==> src/rtl/boot_mem.sv <==
// boot_mem: wait-stated boot memory with a write-protect latch and a two-bit
// control/status register (err in bit 1, wp in bit 0).
// The array comes up holding the built-in boot stub image and is never
// cleared by reset, so code written into it survives a reset.
module boot_mem #(
  parameter int AW          = 8,
  parameter int DW          = 8,
  parameter int WAIT_STATES = 2,
  parameter     INIT_FILE   = "stub.hex"
) (
  input  logic          clk,
  input  logic          rst_n,
  input  logic          sel,
  input  logic          csel,
  input  logic          rd,
  input  logic          wr,
  input  logic [AW-1:0] a,
  input  logic [DW-1:0] din,
  output logic [DW-1:0] dout,
  output logic          ready,
  output logic          wp,
  output logic          err
);

  localparam int DEPTH = 2 ** AW;

  // The stub image is compiled in so that no external file is needed at build
  // time. Any other image name leaves the array zeroed for the integration
  // flow to preload.
  localparam bit STUB = (INIT_FILE == "stub.hex");

  typedef enum logic [1:0] {
    IDLE,
    WAIT,
    DONE
  } state_t;

  logic [DW-1:0] mem [DEPTH] = '{
    0:       DW'(STUB ? 8'h4F : 8'h00),
    1:       DW'(STUB ? 8'h1F : 8'h00),
    3:       DW'(STUB ? 8'h86 : 8'h00),
    5:       DW'(STUB ? 8'h4C : 8'h00),
    16:      DW'(STUB ? 8'h12 : 8'h00),
    254:     DW'(STUB ? 8'hFF : 8'h00),
    default: '0
  };

  state_t        state;
  logic [3:0]    cnt;
  logic [AW-1:0] la;
  logic [DW-1:0] ld;
  logic          lrd;
  logic          lwr;
  logic          lsel;
  logic          lcsel;

  logic          isreq;
  logic          isctl;
  logic          isread;
  logic          iswrite;
  logic          memwe;
  logic          newerr;

  assign isreq = (sel | csel) & (rd | wr);

  // Decode the latched request: csel wins over sel, and rd wins over wr.
  always_comb begin
    isctl   = lcsel;
    isread  = lrd;
    iswrite = lwr & ~lrd;
    memwe   = (state == DONE) & ~isctl & iswrite & ~wp;
    newerr  = (lrd & lwr) | (lsel & lcsel) | (~isctl & iswrite & wp);
  end

  // Access sequencer: latch the request, count wait states, then complete.
  always_ff @(posedge clk or negedge rst_n) begin
    if (!rst_n) begin
      state <= IDLE;
      cnt   <= '0;
      dout  <= '0;
      ready <= 1'b0;
      err   <= 1'b0;
      wp    <= 1'b1;
      la    <= '0;
      ld    <= '0;
      lrd   <= 1'b0;
      lwr   <= 1'b0;
      lsel  <= 1'b0;
      lcsel <= 1'b0;
    end else begin
      ready <= 1'b0;
      case (state)
        IDLE: begin
          if (isreq) begin
            la    <= a;
            ld    <= din;
            lrd   <= rd;
            lwr   <= wr;
            lsel  <= sel;
            lcsel <= csel;
            if (WAIT_STATES > 0) begin
              state <= WAIT;
              cnt   <= 4'(WAIT_STATES - 1);
            end else begin
              state <= DONE;
            end
          end
        end
        WAIT: begin
          if (cnt == '0) begin
            state <= DONE;
          end else begin
            cnt <= cnt - 4'd1;
          end
        end
        DONE: begin
          ready <= 1'b1;
          state <= IDLE;
          if (isread) begin
            dout <= isctl ? DW'({err, wp}) : mem[la];
          end
          if (newerr) begin
            err <= 1'b1;
          end else if (isctl & isread) begin
            err <= 1'b0;
          end
          if (isctl & iswrite) begin
            wp <= ld[0];
          end
        end
        default: state <= IDLE;
      endcase
    end
  end

  // Array write port, deliberately outside the reset domain.
  always_ff @(posedge clk) begin
    if (memwe) begin
      mem[la] <= ld;
    end
  end

endmodule

==> config.mk <==
export PLATFORM = sky130hd
export DESIGN_NAME = boot_mem
export DESIGN_NICKNAME = d
export VERILOG_FILES = /design/src/rtl/boot_mem.sv
export SDC_FILE = /design/constraint.sdc
export NUM_CORES = 2
export LEC_CHECK = 0
export CAP_MARGIN = 20
export CORE_MARGIN = 4
export CORE_UTILIZATION = 35
export DETAILED_ROUTE_END_ITERATION = 10
export SYNTH_ARGS = -nofsm -noshare
export SYNTH_HDL_FRONTEND = slang
export SYNTH_SLANG_ARGS = --single-unit
==> constraint.sdc <==
create_clock -name clk -period 9.33 [get_ports clk]
set_input_delay 0.933 -clock clk [delete_from_list [all_inputs] [get_ports clk]]
set_output_delay 0.933 -clock clk [all_outputs]
set_load 0.03 [all_outputs]
After elaboration in Yosys (flattened, before gate mapping)
Memories as Yosys holds them, arrays and structs flattened.
Index checks and enable logic that the tools add are counted.
{"block": "totals", "mem_count": 1, "regBits": 37, "ramBits": 2048, "input_bits": 22, "elab_cells": 59, "out_inout_bits": 11}
{"block": "classes", "n_reduce_logical": 10, "add_sub_neg": 1, "mux": 12, "bitwise_logic": 18, "n_eq_ne": 5}
{"name": "mem", "words": 256, "word_bits": 8, "read_ports": 1, "rd_ports_with_merged_regs": 0, "write_ports": 1, "line": "38", "text": "logic [DW-1:0] mem [DEPTH] = '{"}
{"op": "$and A1 B1 Y1", "count": 11}
{"op": "$reduce_and A2 Y1", "count": 5}
{"op": "$mux W4", "count": 2}
{"op": "$mux W8", "count": 1}
{"op": "$pmux W4 S2", "count": 1}
{"op": "$ne A2 B2 Y1 const B", "count": 3}
{"op": "$mux W1", "count": 5}
{"op": "$logic_not A4 Y1", "count": 1}
{"op": "$mux W2", "count": 2}
{"op": "$or A1 B1 Y1", "count": 4}
{"op": "$pmux W2 S2", "count": 1}
{"op": "$reduce_bool A2 Y1", "count": 2}
{"op": "$sub A4 B1 Y4 const B", "count": 1}
{"op": "$not A1 Y1", "count": 3}
{"op": "$reduce_and A3 Y1", "count": 1}
{"op": "$eq A2 B1 Y1 const B", "count": 1}
{"op": "$eq A2 B2 Y1 const B", "count": 1}
{"op": "$logic_not A2 Y1", "count": 1}

Logic depth before layout (Yosys ltp)
{"block": "depth", "depth_word": 7, "depth_mapped": 13, "mapped_depth_nobuf": 7}

Least setup slack after synthesis
Ideal clock, no wire load.
{"block": "synth_timing", "kind": "reg-to-reg", "from": "register ld[0]", "to": "memory mem[0][0], data pin", "arrival_ns": 3.192, "period_less_slack_ns": 3.998, "path_slack_ns": 5.332, "path_buffers": 0, "path_stages_with_launch": 1, "required_ns": 8.525, "setup_ns": 0.805, "path_cell_list": "dfrtp_1"}
{"element": "start, declared", "line": "51", "text": "logic [DW-1:0] ld;"}
{"element": "start signal, assigned", "line": "96", "text": "ld <= din;"}
{"element": "end, declared", "line": "38"}
Straight into the memory's write port.

Worst setup path in the final report
{"block": "layout_timing", "from": "register la[0]", "to": "register dout[6]"}
{"block": "layout_between", "elab_chain_cells": 2}
{"element": "start, declared", "line": "50", "text": "logic [AW-1:0] la;"}
{"element": "start signal, assigned", "line": "84", "text": "la <= '0;"}
{"element": "start signal, assigned", "line": "95", "text": "la <= a;"}
{"element": "$mem_v2 Z256 W8"}
{"element": "$mux W8", "line": "120", "text": "dout <= isctl ? DW'({err, wp}) : mem[la];"}
{"element": "end signal, assigned", "line": "120"}
{"element": "end, declared", "line": "19", "text": "output logic [DW-1:0] dout,"}
Every way passes these cells.
A chain may end at the register's enable or synchronous reset.

==> flow_metrics.tcl <==
set metrics [dict create \
    die_x_um 487.5 \
    fmax_mhz 207.6 \
    fin_crit_ps 4817 \
    place_ws_ps 4336 \
    setup_tns_ps 0 \
    overflow 0 \
    critical_path.startpoint "la[0]$_DFFE_PN0P_" \
    synth_top_area_share_pct 76.42 \
    hold_ws_ps 180.9 \
    ir_worst_vdd_uv 257.8 \
    cts_resized 0 \
    internal-power_mw 19.71 \
    start_util_pct 35.27 \
    numCtsBuffers 207 \
    layout-drive-gt1-share_pct 26.10 \
    tightestPinTransition_ps 1106 \
    cts_tree "yes" \
    synth-seq-area-share_pct 77.57 \
    yosys_warnings 0 \
    cp-start-kind "flop" \
    ys_top_cells_by_area "edfxtp_1 76%, mux4_2 16%, nor2_1 1.3%, dfrtp_1 1.1%, a22oi_1 0.99%" \
    synthArstFlopShare_pct 1.775 \
    endpoint_kind "flop" \
    die_h_um 487.5 \
    fin_crit_sh_pct 51.63 \
    r2r_cells 9 \
    numPortBuffers 32 \
    core_area_um2 228200 \
    crit_fanout 88 \
    drtAntennaViolNets 0 \
    yosysUniqueCellTypes 52 \
    routed_wl_um 205400 \
    synth_flop_cell "edfxtp_1" \
    via_per_inst 5.527 \
    netSwitchingFraction_pct 32.73 \
    htreeDepth 4 \
    clockRootBuffer "clkbuf_16" \
    setup-violations-final 0 \
    hpwl_um 121800 \
    dieArea_um2 237700 \
    required_ps 10070 \
    r2r_start "la[0]$_DFFE_PN0P_" \
    first_iter_violations 4815 \
    fin_skew_ps 43.81 \
    syn-num-nets 3643 \
    clkTransAtPathRegs_ps 60 \
    syn-cell-area_um2 80470 \
    holdCritPathClass "primary input to async pin" \
    drc 0 \
    finalWorstSetupSlack_ps 4513 \
    cts_sinks 2085 \
    sequentialPowerShare_pct 42.2 \
    synthTopCellsByCount "2048 x edfxtp_1, 563 x mux4_2, 289 x nor2_1, 106 x a22oi_1, 101 x clkbuf_1" \
    grt_max_degree 203 \
    antenna_found_initial 6 \
    synth_area_per_cell_um2 22.23 \
    status "complete, no violations" \
    p_comb_share_pct 29.1 \
    ioPinCount 33 \
    grt_usage_pct 17.16 \
    vias 38220 \
    p_leak_nw 27.47 \
    area_growth_syn_to_layout_pct 13.29 \
    routabilityCongestion 0.8347 \
    yosysMostFrequentCell "edfxtp_1" \
    synth_edf_count 2048 \
    powerDensity_nw_per_um2 321.4 \
    p_switching_mw 9.592 \
    ys_seq_elements 2085 \
    cap_viol_max_count 0 \
    grt_setup_unrepaired "no" \
    finalHoldViolCount 0 \
    fin_area_um2 91170 \
    wl_per_cell_um 29.70 \
    rows 175 \
    crit_arrival_ps 5550 \
    synth_top_area_cell "edfxtp_1" \
    hold_buffers 0 \
    crit_type "flop to flop" \
    cts_buffer_depth 3 \
    timing.slew.headroom_pct 26.03 \
    nets 3748 \
    synth_cells 3620 \
    placed_area_um2 84290 \
    clock_insertion_delay_worst_skew_ps 870 \
    dr.pass1.iters 5 \
    grt_pass1_wl_um 294100 \
    grt_pass1_vias 38550 \
    slew_violations 0 \
    pwr-share-clk_pct 28.7 \
    post_cts.repair.setup_buffers 0 \
]
-- critical path: stages (launching register included) --
cell and delay (ps):
dfrtp_4 870, buf_4 690, buf_12 560, mux4_2 590
a22oi_1 350, a21oi_1 180, nor4_1 680, o22ai_1 200
o21ai_1 220, nand2_1 80
-- power by group through the flow --
stage	Combinational, mW	Sequential [mW]	Clock [mW]
floorplan	4.79	13.0	0
global placement	8.49	12.6	0
detailed placement	8.59	12.6	0
CTS	8.61	12.4	8.53
global route	8.92	12.4	8.95
finish	8.53	12.4	8.40
-- sequential cells by signal (all words and copies together), names as in the netlist --
signal,cells
isctl,1
state,2
la,8
wp,1
isread,1
ready,1
cnt,4
mem,2048
lwr,1
dout,8
err,1
lsel,1
ld,8
-- worst paths after layout --
| path | to | slack (ps) |
|---|---|---|
| min | cnt[3]$_DFFE_PN0P_ | 180 |
| max in group asynchronous | la[0]$_DFFE_PN0P_ | 8560 |
| max reg2reg | dout[6]$_DFFE_PN0P_ | 4510 |
| min in group clk | cnt[0]$_DFFE_PN0P_ | 490 |
| min reg2reg | cnt[0]$_DFFE_PN0P_ | 490 |
| max | dout[6]$_DFFE_PN0P_ | 4510 |
-- layout by cell type (no fill, tap or decap), types with 4 or more instances in the layout --
cell	count
bufinv_16	27
a22oi_1	106
dfrtp_1	23
a21oi_1	67
clkdlybuf4s50_1	31
inv_1	6
nor2b_1	10
clkinv_1	52
a31oi_1	7
edfxtp_1	2048
clkinv_16	4
inv_6	5
o21ai_1	7
buf_4	66
o22ai_1	15
dfrtp_4	12
mux4_2	563
nor3_1	9
a211oi_1	11
nand3_1	9
nand2_1	60
or2_2	4
clkinv_2	35
o21ai_0	7
buf_12	12
nand2_2	12
mux2i_1	31
diode_2	6
nor4_1	18
nor2_1	287
mux2_2	40
clkbuf_1	39
clkinvlp_4	7
clkbuf_16	208
nand2b_1	6
-- layer usage --
| metal | share of wire (%) | track usage, % |
|---|---|---|
| met4 | 2.6 | 4.786 |
| met2 | 48 | 26.98 |
| met1 | 42 | 24.50 |
| met3 | 8.1 | 3.341 |
| met5 | 0.0058 | 0 |
-- stage by stage --
step | instances | power, mW | util [%]
finish | 6915 | 29.31 | 39.96
global route | 6909 | 30.29 | 39.95
floorplan | 3620 | 17.81 | -
detailed placement | 6525 | 21.18 | 36.94
CTS | 6909 | 29.53 | 39.95
global placement | 6524 | 21.05 | 36.93
-- logic make-up (layout without fill, tap and decap cells) --
kind of cell / after synthesis / count (layout) / synth area share [%]
xor gates and xnor gates: 2 / 2 / 0.02177
other: 0 / 6 / 0
muxes: 634 / 634 / 16.70
AOI/OAI and AO/OA: 241 / 241 / 1.996
adders and majority gates: 1 / 1 / 0.01555
and+or+nand+nor: 437 / 437 / 2.244
buffers and inverters: 220 / 500 / 1.448
DFF: 2085 / 2085 / 77.57
-- layout make-up --
type | instances | area, um2
clock buffers | 247 | 5351
inverters | 6 | 22.52
flip-flops and latches | 2085 | 62470
multi-input cells | 1315 | 16980
clock inverters | 137 | 1515
diodes | 6 | 15.01
repair buffers | 110 | 1051
fillers | 19920 | 137000
well taps | 3009 | 3765
Note: power is estimated with default switching activity, not from simulation.
